==> src/rtl/imcorw_mix_apply_if.sv <==
// Bus bundle for imcorw_mix_apply: raw-quad write side, weight pop side and
// corrected-quad output. The DUT takes the slave view; the driver takes the master view.
interface imcorw_mix_apply_if #(
  parameter int DW_IN  = 10,
  parameter int DW_DEC = 8
);
  logic [1:0]          CFA;
  logic                vsync;
  logic                hsync;
  logic [4*DW_IN-1:0]  data_in;
  logic                w_valid;
  logic [DW_DEC:0]     imcorw_mixrb;
  logic                hsync_out;
  logic [4*DW_IN-1:0]  data_out;
  logic                fifo_ovf;
  logic                fifo_udf;

  modport master (
    output CFA, vsync, hsync, data_in, w_valid, imcorw_mixrb,
    input  hsync_out, data_out, fifo_ovf, fifo_udf
  );

  modport slave (
    input  CFA, vsync, hsync, data_in, w_valid, imcorw_mixrb,
    output hsync_out, data_out, fifo_ovf, fifo_udf
  );
endinterface

==> src/rtl/imcorw_mix_apply.sv <==
// Over-exposure mix apply: buffers raw Bayer quads until their weight arrives,
// then blends R and B toward the green average by that weight (2-stage pipe).

// One colour lane of the blend: (w*g_avg + (1.0-w)*px + 0.5) >> DW_DEC.
module imcorw_mix_lane #(
  parameter int DW_IN  = 10,
  parameter int DW_DEC = 8
) (
  input  logic [DW_DEC:0]   w,
  input  logic [DW_IN-1:0]  g_avg,
  input  logic [DW_IN-1:0]  px,
  output logic [DW_IN-1:0]  px_out
);
  localparam int MW = DW_IN + DW_DEC + 2;

  logic [MW-1:0]       acc;
  logic [DW_DEC:0]     w_inv;
  logic [DW_DEC+1:0]   unused_bits;

  // Weighted sum with rounding; w <= 1.0 keeps the result within DW_IN bits.
  always_comb begin
    w_inv       = {1'b1, {DW_DEC{1'b0}}} - w;
    acc         = MW'(w) * MW'(g_avg) + MW'(w_inv) * MW'(px) + MW'(1 << (DW_DEC - 1));
    px_out      = acc[DW_DEC +: DW_IN];
    unused_bits = {acc[MW-1:DW_DEC+DW_IN], acc[DW_DEC-1:0]};
  end
endmodule

module imcorw_mix_apply #(
  parameter int DW_IN      = 10,
  parameter int DW_DEC     = 8,
  parameter int FIFO_DEPTH = 8
) (
  input  logic clk,
  input  logic rst_n,
  imcorw_mix_apply_if.slave bus
);
  localparam int QW     = 4 * DW_IN;
  localparam int AW     = $clog2(FIFO_DEPTH);
  localparam int WW     = DW_DEC + 1;
  localparam int STAGES = 2;
  localparam int NUM_LANES = 2;   // lane 0 = R, lane 1 = B
  localparam logic [WW-1:0] W_ONE = {1'b1, {DW_DEC{1'b0}}};
  localparam logic [AW:0]   FULL  = (AW+1)'(FIFO_DEPTH);

  typedef struct packed {
    logic [DW_IN-1:0] r;
    logic [DW_IN-1:0] g1;
    logic [DW_IN-1:0] g2;
    logic [DW_IN-1:0] b;
  } quad_t;

  // FIFO state
  logic              vsync_d1_q;
  logic              flush;
  logic [AW-1:0]     wr_ptr_q, wr_ptr_d, rd_ptr_q, rd_ptr_d, wr_addr;
  logic [AW:0]       cnt_q, cnt_d;
  logic              ovf_q, ovf_d, udf_q, udf_d;
  logic              wr_en, rd_en;
  logic [QW-1:0]     mem_q [FIFO_DEPTH];

  // Pipeline state
  logic [STAGES:1]   vld_pipe_q, vld_pipe_d;
  logic [3:0][DW_IN-1:0] sl;
  quad_t             q_pop, s1_q, s1_d;
  logic [DW_IN:0]    gsum;
  logic              unused_gsum;
  logic [DW_IN-1:0]  gavg_q, gavg_d;
  logic [WW-1:0]     w_q, w_d;
  logic [NUM_LANES-1:0][DW_IN-1:0] rb_in, rb_out;
  logic [QW-1:0]     dout_q, dout_d;

  // FIFO control: flush on vsync rise wins over reads; a coincident write lands in entry 0.
  always_comb begin
    flush    = bus.vsync & ~vsync_d1_q;
    wr_ptr_d = wr_ptr_q;
    rd_ptr_d = rd_ptr_q;
    cnt_d    = cnt_q;
    ovf_d    = ovf_q;
    udf_d    = udf_q;
    wr_en    = 1'b0;
    rd_en    = 1'b0;
    wr_addr  = wr_ptr_q;
    if (flush) begin
      wr_en    = bus.hsync;
      wr_addr  = '0;
      rd_ptr_d = '0;
      wr_ptr_d = bus.hsync ? AW'(1) : '0;
      cnt_d    = bus.hsync ? (AW+1)'(1) : '0;
      ovf_d    = 1'b0;
      udf_d    = 1'b0;
    end else begin
      rd_en = bus.w_valid & (cnt_q != '0);
      // a read in the same cycle frees the slot, so a write at full still lands
      wr_en = bus.hsync & ((cnt_q != FULL) | rd_en);
      if (bus.w_valid & (cnt_q == '0)) udf_d = 1'b1;
      if (bus.hsync & ~wr_en)          ovf_d = 1'b1;
      if (wr_en) wr_ptr_d = wr_ptr_q + AW'(1);
      if (rd_en) rd_ptr_d = rd_ptr_q + AW'(1);
      cnt_d = cnt_q + (AW+1)'(wr_en) - (AW+1)'(rd_en);
    end
  end

  // FIFO pointers, count and sticky flags
  always_ff @(posedge clk or negedge rst_n) begin
    if (!rst_n) begin
      vsync_d1_q <= 1'b0;
      wr_ptr_q   <= '0;
      rd_ptr_q   <= '0;
      cnt_q      <= '0;
      ovf_q      <= 1'b0;
      udf_q      <= 1'b0;
    end else begin
      vsync_d1_q <= bus.vsync;
      wr_ptr_q   <= wr_ptr_d;
      rd_ptr_q   <= rd_ptr_d;
      cnt_q      <= cnt_d;
      ovf_q      <= ovf_d;
      udf_q      <= udf_d;
    end
  end

  // Quad storage; contents are only meaningful below the count, so no reset
  always_ff @(posedge clk) begin
    if (wr_en) mem_q[wr_addr] <= bus.data_in;
  end

  // Stage 1: CFA demux of the popped quad, green average and weight clamp
  always_comb begin
    sl = mem_q[rd_ptr_q];
    case (bus.CFA)
      2'b00:   q_pop = '{r: sl[2], g1: sl[3], g2: sl[0], b: sl[1]};
      2'b01:   q_pop = '{r: sl[3], g1: sl[2], g2: sl[1], b: sl[0]};
      2'b10:   q_pop = '{r: sl[0], g1: sl[2], g2: sl[1], b: sl[3]};
      default: q_pop = '{r: sl[1], g1: sl[3], g2: sl[0], b: sl[2]};
    endcase
    gsum        = {1'b0, q_pop.g1} + {1'b0, q_pop.g2};
    unused_gsum = gsum[0];
    vld_pipe_d  = {vld_pipe_q[STAGES-1:1], rd_en};
    s1_d        = s1_q;
    gavg_d      = gavg_q;
    w_d         = w_q;
    if (rd_en) begin
      s1_d   = q_pop;
      gavg_d = gsum[DW_IN:1];
      w_d    = (bus.imcorw_mixrb > W_ONE) ? W_ONE : bus.imcorw_mixrb;
    end
  end

  // Per-lane R/B blend
  assign rb_in[0] = s1_q.r;
  assign rb_in[1] = s1_q.b;
  for (genvar l = 0; l < NUM_LANES; l++) begin : g_lane
    imcorw_mix_lane #(.DW_IN(DW_IN), .DW_DEC(DW_DEC)) u_lane (
      .w      (w_q),
      .g_avg  (gavg_q),
      .px     (rb_in[l]),
      .px_out (rb_out[l])
    );
  end

  // Stage 2: repack in the input CFA order; output holds between pulses
  always_comb begin
    dout_d = dout_q;
    if (vld_pipe_q[1]) begin
      case (bus.CFA)
        2'b00:   dout_d = {s1_q.g1, rb_out[0], rb_out[1], s1_q.g2};
        2'b01:   dout_d = {rb_out[0], s1_q.g1, s1_q.g2, rb_out[1]};
        2'b10:   dout_d = {rb_out[1], s1_q.g1, s1_q.g2, rb_out[0]};
        default: dout_d = {s1_q.g1, rb_out[1], rb_out[0], s1_q.g2};
      endcase
    end
  end

  // Pipeline registers
  always_ff @(posedge clk or negedge rst_n) begin
    if (!rst_n) begin
      vld_pipe_q <= '0;
      s1_q       <= '0;
      gavg_q     <= '0;
      w_q        <= '0;
      dout_q     <= '0;
    end else begin
      vld_pipe_q <= vld_pipe_d;
      s1_q       <= s1_d;
      gavg_q     <= gavg_d;
      w_q        <= w_d;
      dout_q     <= dout_d;
    end
  end

  assign bus.hsync_out = vld_pipe_q[STAGES];
  assign bus.data_out  = dout_q;
  assign bus.fifo_ovf  = ovf_q;
  assign bus.fifo_udf  = udf_q;
endmodule

==> src/flat_wrapper.sv <==
// flat-port wrapper written by rule: the top's interface ports become plain ports
module imcorw_mix_apply_flat 
#(
  parameter int DW_IN      = 10,
  parameter int DW_DEC     = 8,
  parameter int FIFO_DEPTH = 8
)
  (clk, rst_n, bus_CFA, bus_vsync, bus_hsync, bus_data_in, bus_w_valid, bus_imcorw_mixrb, bus_hsync_out, bus_data_out, bus_fifo_ovf, bus_fifo_udf);
  imcorw_mix_apply_if #(.DW_IN(DW_IN), .DW_DEC(DW_DEC)) bus_i ();
  input  logic clk;
  input  logic rst_n;
  input wire logic [$bits(bus_i.CFA)-1:0] bus_CFA;
  input wire logic [$bits(bus_i.vsync)-1:0] bus_vsync;
  input wire logic [$bits(bus_i.hsync)-1:0] bus_hsync;
  input wire logic [$bits(bus_i.data_in)-1:0] bus_data_in;
  input wire logic [$bits(bus_i.w_valid)-1:0] bus_w_valid;
  input wire logic [$bits(bus_i.imcorw_mixrb)-1:0] bus_imcorw_mixrb;
  output wire logic [$bits(bus_i.hsync_out)-1:0] bus_hsync_out;
  output wire logic [$bits(bus_i.data_out)-1:0] bus_data_out;
  output wire logic [$bits(bus_i.fifo_ovf)-1:0] bus_fifo_ovf;
  output wire logic [$bits(bus_i.fifo_udf)-1:0] bus_fifo_udf;
  assign bus_i.CFA = bus_CFA;
  assign bus_i.vsync = bus_vsync;
  assign bus_i.hsync = bus_hsync;
  assign bus_i.data_in = bus_data_in;
  assign bus_i.w_valid = bus_w_valid;
  assign bus_i.imcorw_mixrb = bus_imcorw_mixrb;
  assign bus_hsync_out = bus_i.hsync_out;
  assign bus_data_out = bus_i.data_out;
  assign bus_fifo_ovf = bus_i.fifo_ovf;
  assign bus_fifo_udf = bus_i.fifo_udf;
  imcorw_mix_apply #(.DW_IN(DW_IN), .DW_DEC(DW_DEC), .FIFO_DEPTH(FIFO_DEPTH)) u_core (.clk(clk), .rst_n(rst_n), .bus(bus_i));
endmodule
==> config.mk <==
export PLATFORM = sky130hd
export DESIGN_NAME = imcorw_mix_apply_flat
export DESIGN_NICKNAME = d
export VERILOG_FILES = /design/src/rtl/imcorw_mix_apply_if.sv /design/src/rtl/imcorw_mix_apply.sv /design/src/flat_wrapper.sv
export SDC_FILE = /design/constraint.sdc
export NUM_CORES = 1
export LEC_CHECK = 0
export ABC_AREA = 1
export BUFFER_PORTS_ARGS = -buffer_cell sky130_fd_sc_hd__buf_2
export CORE_MARGIN = 2
export CORE_UTILIZATION = 50
export CTS_BUF_LIST = sky130_fd_sc_hd__clkbuf_2
export DETAILED_ROUTE_END_ITERATION = 10
export GPL_TIMING_DRIVEN = 0
export MAX_ROUTING_LAYER = met4
export PLACE_DENSITY = 0.76
export SLEW_MARGIN = 15
export SYNTH_ARGS = -nofsm -noshare
export SYNTH_HDL_FRONTEND = slang
export SYNTH_SLANG_ARGS = --single-unit
==> constraint.sdc <==
create_clock -name clk -period 10.9 [get_ports clk]
set_clock_uncertainty 0.15 [all_clocks]
set_input_delay 2.18 -clock clk [delete_from_list [all_inputs] [get_ports clk]]
set_output_delay 2.18 -clock clk [all_outputs]
set_load 0.05 [all_outputs]
==> reports/qor.yml, run 1 <==
logic_synthesis:
  synth-compound-area-share: 0.104
  avgSynthCellArea_sq_um: 9.27
  ys_seq_elements: 434
  ys_async_sr_fraction: 0.263
  synth_common_cells: "nand2_1 (625), inv_1 (469), edfxtp_1 (320), nor2_1 (305), o21ai_0 (213)"
  yosys.area_share.xor_xnor: 0.00968
  synthTopCellsByArea: "edfxtp_1 (33%), fa_1 (14%), dfrtp_1 (9.9%)"
  synth_top_area_frac: 0.335
  synth_fa_ha_area_frac: 0.204
  syn_nets: 3504
  yosysWarnings: 0
  synth_flop_cell: "edfxtp_1"
  synth_top_area_cell: "edfxtp_1"
  synth_edf_count: 320
  netlist_area_sq_um: 28700
  synth_top_family_by_area: "adder cells"
  synthCells: 3097
  ys_types: 51
  synth.area.mux_share: 0
  seq_area_frac_synth: 0.434
  yosysMostFrequentCell: "nand2_1"
  synth-simple-area-share: 0.161
clocking:
  clk_latency_ps: 1170
  tritoncts: "built"
  cts_buffers: 101
  clockBufferDepth: 3
  postCtsSetupBuffers: 0
  cts_resized: 0
  clk_pin_slew_ps: 110
  clockRootBuffer: "clkbuf_2"
  cts_hold_buf: 0
  clock-sinks: 434
  h-tree-depth: 3
route:
  remaining_drc_errors: 0
  vias: 23300
  detail_route.wl_per_cell_um: 20.3
  wirelength_um: 84600
  ant_nets: 0
  drt_iter0_drc: 2621
  vias_per_cell: 5.58
  firstDrtPassIters: 6
setup_path:
  reg2reg_depth: 34
  critPathArrivalTime_ps: 9900
  worst-r2r-setup-slack_ps: 1920
  setup.worst_path.class: "reg -> reg"
  reg2reg_to: "u_core.bus.data_out[25]"
  crit_fanout: 10
  cp_num_buf_inv: 10
  worstSetupStartpointType: "flop"
  crit_path_max_incr_delay_ps: 610
  path_delay_family: "adder cells"
  end_kind: "flop"
  crit_cells: 34
  r2r_start: "u_core.w_q[0]"
  required_ps: 11820
  critPathSlowestCell: "buf_1"
  cpMostUsedCell: "inv_1"
die:
  floorplan.rows: 87
  die_w_um: 244
  start_util: 0.507
  fp.dieArea_sq_um: 59300
  die_y_um: 244
  ioPinCount: 99
  coreArea_sq_um: 56600
sta:
  setup_viol: 0
  tightest_slew_ps: 1100
  slew_viol_final: 0
  relSlewSlack: 0.265
  rsz0062_at_grt: "false"
  layout_setup_ws_ps: 1920
  fin_crit_ps: 8980
  hold_viol: 0
  max_freq_mhz: 111
  fin_crit_sh: 0.824
placement:
  portBuffers: 98
  place_area_sq_um: 30600
  gp_congestion: 1.01
  dp.cells: 3996
  pre_cts_slack_ps: 1950
  dp.final_hpwl_um: 65200
cells_and_area:
  post-route-util: 0.556
  multi_input_area_sq_um: 13800
  fill_cells: 5085
  ff_latch_area_sq_um: 12500
  fin_nets: 3750
  drive_above_1_share: 0.118
  final_area_sq_um: 31500
  syn2layout_area_growth_pct: 9.77
  final_cell_count_no_fill: 4178
min_path:
  min_path_type: "reg -> reg"
  min_to: "u_core.cnt_q[1]"
  hold_depth: 2
  holdCritStartpoint: "u_core.vsync_d1_q"
global_route:
  grt_pass1_wl_um: 131000
  met2_usage: 0.475
  grt_use_met3: 0.0505
  grt_use_met1: 0.372
  grt_busiest_layer: "met2"
  track_usage: 0.298
  grt_max_degree: 69
  gr-total-overflow: 0
  grt_pass1_vias: 23000
  antenna_found_initial: 8
flow_run:
  drv_cap: 0
outcome:
  status: "finished clean"
## cells in the final DEF, fill, tap and decap left out, types with 18 or more instances in the layout
cell      instances
a21oi_1         107
buf_2           135
buf_4            46
clkbuf_1         82
clkbuf_2        144
clkinv_1         18
dfrtp_1         114
edfxtp_1        320
fa_1            196
ha_1            155
inv_1           469
nand2_1         625
nand3_1         149
nor2_1          305
o211ai_1         29
o21a_1           18
o21ai_0         213
o21ai_1          61
o221ai_1         33
o22ai_1          19
## worst register-to-register path, delay by kind of cell, from the launching register on
family / cells / cell delay [ps]
xor+xnor: 1 / 160
simple gates: 7 / 950
compound gates: 7 / 1390
fa+ha+maj: 9 / 4100
flops: 1 / 410
buf+inv: 10 / 1720
## registers in the layout, indices dropped and copies added (netlist names), 4 cells and up
name	flops
u_core.mem_q	320
u_core.rb_in	20
u_core.s1_q	20
u_core.cnt_q	4
u_core.w_q	9
u_core.gavg_q	10
u_core.bus.data_out	40
## routing by layer
layer,vias to the layer above,share of wire,routed length [um]
met5,-,0,0
li1,10700,-,-
met3,246,0.093,7830
met1,11200,0.39,32600
met2,1226,0.47,40100
met4,0,0.048,4060
## kinds of logic after synthesis
| kind of cell | Yosys count |
|---|---|
| compound gates | 518 |
| xor+xnor | 30 |
| fa+ha+maj | 351 |
| buf+inv | 625 |
| flops | 434 |
| simple gates | 1139 |
## worst max-delay path by stage
stage,to,from,slack (ps)
2_1_floorplan,u_core.mem_q[1][0],bus_vsync,3500
3_3_place_gp,u_core.mem_q[1][12],bus_vsync,-810
3_5_place_dp,u_core.bus.data_out[7],u_core.w_q[0],1950
4_1_cts,u_core.bus.data_out[7],u_core.w_q[0],1910
5_1_grt,u_core.bus.data_out[17],u_core.w_q[0],1390
6_report,u_core.bus.data_out[25],u_core.w_q[0],1920
## layout make-up
| cell class | instances | area share |
|---|---|---|
| Multi-Input combinational cell | 2038 | 0.438 |
| Timing Repair Buffer | 143 | 0.0276 |
| Clock buffer | 144 | 0.0229 |
| Sequential cell | 434 | 0.396 |
| Buffer | 143 | 0.0215 |
| Clock inverter | 29 | 0.00624 |
| Tap cell | 756 | 0.0300 |
| Inverter | 482 | 0.0576 |
| Antenna cell | 9 | 0.000715 |
## per-stage QoR
step | TNS (ps) | hold WS, ps
6_report | 0 | 351
5_1_grt | 0 | 357
4_1_cts | 0 | 354
3_5_place_dp | 0 | 329
3_3_place_gp | -32150 | 333
2_1_floorplan | 0 | 288
Power of run 1 is left out: the tool's default activity adds up to more than one toggle a clock period on the data nets, which glitch-free logic cannot reach.
==> inputs of run 2 (changes only) <==
Settings changed: ABC_AREA 1 to 0, PLACE_DENSITY 0.76 to 0.79.
Clock period 10.9 ns to 8.2 ns, I/O delays scaled along.
==> run 2 against run 1 <==
  * Sequential share of layout area increased by 1.3 points
  * Global-route usage decreased by 4.4 points
  * Maximum frequency increased by 13%
  * Synthesized cell count decreased by 27%
  * Via count decreased by 21%
==> reports/qor.yml, run 2 <==
logic_synthesis:
  synthTopCellsByArea: "edfxtp_1 (35%), fa_1 (14%), dfrtp_1 (10%)"
  netlist_area_sq_um: 27700  # -3.3%
  synth-compound-area-share: 0.0582  # -0.0456
  synth.area.mux_share: 0.113  # +0.113
  yosysMostFrequentCell: "edfxtp_1"
  synth_top_area_frac: 0.346  # +0.0115
  synth_flop_cell: "edfxtp_1"
  synth_top_family_by_area: "adder cells"
  synth_fa_ha_area_frac: 0.211  # +0.00703
  ys_types: 61  # +20%
  yosysWarnings: 0  # unchanged
  ys_async_sr_fraction: 0.263  # unchanged
  ys_seq_elements: 434  # unchanged
  synth_top_area_cell: "edfxtp_1"
  synth_common_cells: "edfxtp_1 (320), nand2_1 (288), inv_1 (273), fa_1 (196), ha_1 (155)"
  avgSynthCellArea_sq_um: 12.3  # +33%
  seq_area_frac_synth: 0.449  # +0.0149
  syn_nets: 2654  # -24%
  yosys.area_share.xor_xnor: 0.0202  # +0.0105
  synth_edf_count: 320  # unchanged
  synth-simple-area-share: 0.0919  # -0.0692
  synthCells: 2247  # -27%
die:
  ioPinCount: 99  # unchanged
  coreArea_sq_um: 55000  # -2.9%
  die_w_um: 240  # -1.6%
  floorplan.rows: 86  # -1.1%
  fp.dieArea_sq_um: 57400  # -3.3%
  start_util: 0.504  # -0.00244
  die_y_um: 240  # -1.6%
setup_path:
  setup.worst_path.class: "reg -> reg"
  required_ps: 9080  # -2740 ps
  crit_path_max_incr_delay_ps: 540  # -70 ps
  worstSetupStartpointType: "flop"
  critPathSlowestCell: "fa_1"
  crit_fanout: 10  # unchanged
  end_kind: "flop"
  critPathArrivalTime_ps: 8860  # -1040 ps
  cpMostUsedCell: "fa_1"
sta:
  fin_crit_ps: 7980  # -999 ps
  tightest_slew_ps: 927  # -172 ps
  setup_viol: 0  # unchanged
  fin_crit_sh: 0.973  # +0.149
  slew_viol_final: 0  # unchanged
  layout_setup_ws_ps: 221  # -1700 ps
  max_freq_mhz: 125  # +13%
  relSlewSlack: 0.382  # +0.117
  hold_viol: 0  # unchanged
  rsz0062_at_grt: "false"
global_route:
  track_usage: 0.254  # -0.0440
  grt_pass1_vias: 19500  # -15%
  grt_pass1_wl_um: 107000  # -18%
  antenna_found_initial: 11  # +3
  gr-total-overflow: 0  # unchanged
  grt_max_degree: 72  # +4.3%
route:
  detail_route.wl_per_cell_um: 20.8  # +2.5%
  vias: 18500  # -21%
  vias_per_cell: 5.62  # +0.65%
  ant_nets: 0  # unchanged
  firstDrtPassIters: 6  # unchanged
  drt_iter0_drc: 1576  # -40%
  remaining_drc_errors: 0  # unchanged
  wirelength_um: 68400  # -19%
cells_and_area:
  final_common_cell: "edfxtp_1"
  final_cell_mix: "edfxtp_1 (320), nand2_1 (288), inv_1 (273), fa_1 (196), ha_1 (155)"
  drive_above_1_share: 0.188  # +0.0696
  final_area_sq_um: 30500  # -3.1%
  largest_register_ffs: 320  # unchanged
  syn2layout_area_growth_pct: 9.99
  fin_nets: 2861  # -24%
  top_register: "u_core.mem_q"
clocking:
  tritoncts: "built"
  clockBufferDepth: 3  # unchanged
  cts_hold_buf: 0  # unchanged
  clock-sinks: 434  # unchanged
  h-tree-depth: 3  # unchanged
  clk_pin_slew_ps: 130  # +20 ps
  clockRootBuffer: "clkbuf_2"
  clk_latency_ps: 1150  # -20 ps
  cts_buffers: 101  # unchanged
placement:
  gp_congestion: 0.930  # -7.7%
  pre_cts_slack_ps: -1170  # -3120 ps
  dp.final_hpwl_um: 51300  # -21%
  portBuffers: 97  # -1.0%
  place_area_sq_um: 29400  # -3.7%
outcome:
  status: "finished clean"
flow_run:
  drv_cap: 0  # unchanged
min_path:
  min_path_type: "in -> async"
run 2: changes by cell type after synthesis, sizes merged, moves of 29 or more:
| cell | change |
|---|---|
| nand2 | -339 |
| nor2 | -242 |
| inv | -204 |
| o21ai | -192 |
| nand3 | -132 |
| and2 | +111 |
| mux4 | +98 |
| mux2i | +61 |
| a21oi | -44 |
| xnor2 | +33 |
| o221ai | -30 |
| mux2 | +29 |
run 2: critical path: cells and delay by family (launching register included):
family          cells  cell delay (ps)
fa+ha+maj           9             3860
compound gates      9             1640
simple gates        4              710
buf+inv             6              430
flops               1              400
xor+xnor            1              370
mux                 1              310
run 2: metal layers:
layer / track usage / up-vias / share of wire
li1: - / 8259 / -
met1: 0.310 / 9322 / 0.39
met2: 0.426 / 768 / 0.51
met3: 0.0403 / 150 / 0.067
met4: 0.0983 / 0 / 0.030
met5: - / - / 0
run 2: final timing paths:
check | depth (start not counted) | start | end | slack [ps]
max in group asynchronous | 2 | rst_n | u_core.cnt_q[0] | 6800
min | 1 | rst_n | u_core.bus.data_out[39] | 250
min reg2reg | 1 | u_core.bus.data_out[38] | u_core.bus.data_out[38] | 340
max reg2reg | 30 | u_core.w_q[0] | u_core.bus.data_out[6] | 220
max | 30 | u_core.w_q[0] | u_core.bus.data_out[6] | 220
min in group clk | 1 | u_core.bus.data_out[38] | u_core.bus.data_out[38] | 340
run 2: timing repair:
item,CTS,global route
pin swaps,2,5
gates resized for setup,14,36
setup buffers,4,7
endpoints found under the setup margin,37,23
cloned,0,0
run 2: cell type report:
class,instances,area [sq um]
Tap cell,748,936
Multi-Input combinational cell,1414,13900
Buffer,106,465
Inverter,277,1040
Antenna cell,13,32.5
Fill cell,4477,24500
Sequential cell,434,12500
Clock buffer,150,751
Timing Repair Buffer,120,767
Clock inverter,31,171
run 2: logic make-up (layout without fill, tap and decap cells):
logic type	after synthesis	in the layout
simple gates	555	555
flops	434	434
buf+inv	399	684
fa+ha+maj	351	351
compound gates	260	260
mux	188	188
xor+xnor	60	60
other cells	0	13
run 2: metrics by stage:
| stage | utilization | std cells | hold WS (ps) | TNS (ps) |
|---|---|---|---|---|
| 2_1_floorplan | - | 2247 | 282 | 0 |
| 6_report | 0.555 | 3293 | 247 | 0 |
| 4_1_cts | 0.552 | 3278 | 174 | 0 |
| 5_1_grt | 0.555 | 3291 | 177 | 0 |
| 3_3_place_gp | 0.530 | 3092 | 315 | -38770 |
| 3_5_place_dp | 0.535 | 3104 | 330 | -22910 |
Power of run 2 is left out for the same reason.
==> inputs of run 3 (changes only) <==
Settings changed: SYNTH_HIERARCHICAL from default to 1.
==> run 3 against run 2 <==
  * Worst setup slack better by 130 ps
  * Sequential share of layout area down 3.3 points
  * Via count up 6.3%
  * Critical path type unchanged
==> reports/qor.yml, run 3 <==
route:
  vias: 19700  # +6.3%
  vias_per_cell: 5.53  # -1.6%
  ant_nets: 0  # unchanged
  drt_iter0_drc: 1548  # -1.8%
  firstDrtPassIters: 5  # -1
  wirelength_um: 72300  # +5.7%
  detail_route.wl_per_cell_um: 20.3  # -2.2%
  remaining_drc_errors: 0  # unchanged
cells_and_area:
  fill_cells: 4915  # +9.8%
  final_cell_mix: "inv_1 (400), edfxtp_1 (320), nand2_1 (288), fa_1 (278), and2_1 (185)"
  largest_register_ffs: 320  # unchanged
  final_cell_count_no_fill: 3559  # +8.1%
  fin_nets: 3180  # +11%
  drive_above_1_share: 0.173  # -0.0148
  final_common_cell: "inv_1"
  syn2layout_area_growth_pct: 9.74
  top_register: "u_core/mem_q"
  post-route-util: 0.552  # -0.00294
sta:
  hold_viol: 0  # unchanged
  tightest_slew_ps: 951  # +23.5 ps
  fin_crit_ps: 7850  # -131 ps
  max_freq_mhz: 127  # +1.7%
  fin_crit_sh: 0.957  # -0.0160
  fin_tns_setup_ps: 0  # unchanged
  relSlewSlack: 0.366  # -0.0156
  setup_viol: 0  # unchanged
  layout_setup_ws_ps: 352  # +131 ps
  slew_viol_final: 0  # unchanged
logic_synthesis:
  synth_edf_count: 320  # unchanged
  synthTopCellsByArea: "edfxtp_1 (32%), fa_1 (18%), dfrtp_1 (9.5%)"
  netlist_area_sq_um: 30200  # +8.8%
  ys_types: 63  # +3.3%
  syn_nets: 2954  # +11%
  synth_top_area_cell: "edfxtp_1"
  seq_area_frac_synth: 0.413  # -0.0364
  ys_async_sr_fraction: 0.263  # unchanged
  synth_top_area_frac: 0.318  # -0.0281
  ys_seq_elements: 434  # unchanged
  synth_common_cells: "inv_1 (400), edfxtp_1 (320), nand2_1 (288), fa_1 (278), and2_1 (185)"
  yosysWarnings: 6  # +6
  avgSynthCellArea_sq_um: 12.3  # -0.56%
  synth_flop_cell: "edfxtp_1"
  yosysMostFrequentCell: "inv_1"
  synthCells: 2459  # +9.4%
setup_path:
  critPathArrivalTime_ps: 8670  # -190 ps
  path_delay_family: "adder cells"
  reg2reg_depth: 26  # -13%
  r2r_start: "u_core/w_q[0]"
  critPathSlowestCell: "xnor2_1"
  end_kind: "flop"
  worstSetupStartpoint: "u_core/w_q[0]"
  cp_num_buf_inv: 6  # unchanged
  crit_cells: 26  # -13%
  crit_path_max_incr_delay_ps: 540  # about the same
  required_ps: 9020  # -60 ps
  worstSetupStartpointType: "flop"
  crit_fanout: 10  # unchanged
  cpMostUsedCell: "fa_1"
  setup.worst_path.class: "reg -> reg"
die:
  die_y_um: 250  # +4.2%
  fp.dieArea_sq_um: 62400  # +8.7%
  start_util: 0.503  # -0.00154
  ioPinCount: 99  # unchanged
  floorplan.rows: 90  # +4.7%
  coreArea_sq_um: 60000  # +9.2%
  die_w_um: 250  # +4.2%
clocking:
  h-tree-depth: 3  # unchanged
  clock-sinks: 434  # unchanged
  clk_latency_ps: 1070  # -80 ps
  clk_pin_slew_ps: 130  # about the same
  clockRootBuffer: "clkbuf_2"
  cts_buffers: 101  # unchanged
  tritoncts: "built"
  clockBufferDepth: 3  # unchanged
  cts_hold_buf: 0  # unchanged
placement:
  pre_cts_slack_ps: -582  # +592 ps
  portBuffers: 95  # -2.1%
  dp.final_hpwl_um: 55200  # +7.7%
  dp.cells: 3361  # +8.3%
  gp_congestion: 0.917  # -1.4%
flow_run:
  drv_cap: 0  # unchanged
global_route:
  gr-total-overflow: 0  # unchanged
  track_usage: 0.247  # -0.00695
  antenna_found_initial: 9  # -2
  grt_pass1_wl_um: 115000  # +7.4%
  grt_pass1_vias: 21200  # +8.9%
  grt_max_degree: 82  # +14%
outcome:
  status: "finished clean"
min_path:
  min_path_type: "in -> async"
-- run 3: final timing paths --
| path | endpoint | slack, ps |
|---|---|---|
| max | u_core/bus.data_out[36] | 350 |
| min in group clk | u_core/rb_in[0] | 350 |
| max reg2reg | u_core/bus.data_out[36] | 350 |
| max in group asynchronous | u_core/bus.data_out[20] | 6780 |
| min | u_core/cnt_q[1] | 300 |
| min reg2reg | u_core/rb_in[0] | 350 |
-- run 3: what timing repair did --
| action | CTS | global route |
|---|---|---|
| pin swaps | 0 | 1 |
| resized for setup | 6 | 17 |
| endpoints found under the setup margin | 39 | 32 |
| buffers inserted | 0 | 4 |
-- run 3: cell type report --
type                            count  area, sq um  area share
Multi-Input combinational cell   1515        16000       0.482
Sequential cell                   434        12500       0.376
Inverter                          400         1500      0.0453
Tap cell                          782          978      0.0295
Timing Repair Buffer              124          795      0.0240
Clock buffer                      146          731      0.0221
Buffer                            109          445      0.0134
Clock inverter                     38          218     0.00657
Antenna cell                       11         27.5    0.000831
-- run 3: per-layer routing --
layer | up-vias | wire, um | GRT usage
li1 | 8700 | - | -
met1 | 10100 | 28100 | 0.299
met2 | 721 | 37200 | 0.418
met3 | 108 | 5260 | 0.0499
met4 | 0 | 1640 | 0.0768
met5 | - | 0 | -
-- run 3: cells by family after synthesis --
| family | after synthesis | synth area share |
|---|---|---|
| xor gates and xnor gates | 61 | 0.0191 |
| muxes | 217 | 0.114 |
| adders and majority gates | 439 | 0.251 |
| AOI/OAI and AO/OA | 170 | 0.0353 |
| buffers and inverters | 510 | 0.0645 |
| and+or+nand+nor | 628 | 0.103 |
| DFF | 434 | 0.413 |
-- run 3: stage by stage --
step,hold slack (ps),area [sq um]
2_1_floorplan,290,30200
3_3_place_gp,321,31600
3_5_place_dp,319,32000
4_1_cts,163,33000
5_1_grt,220,33100
6_report,298,33100
Power of run 3 is left out for the same reason.
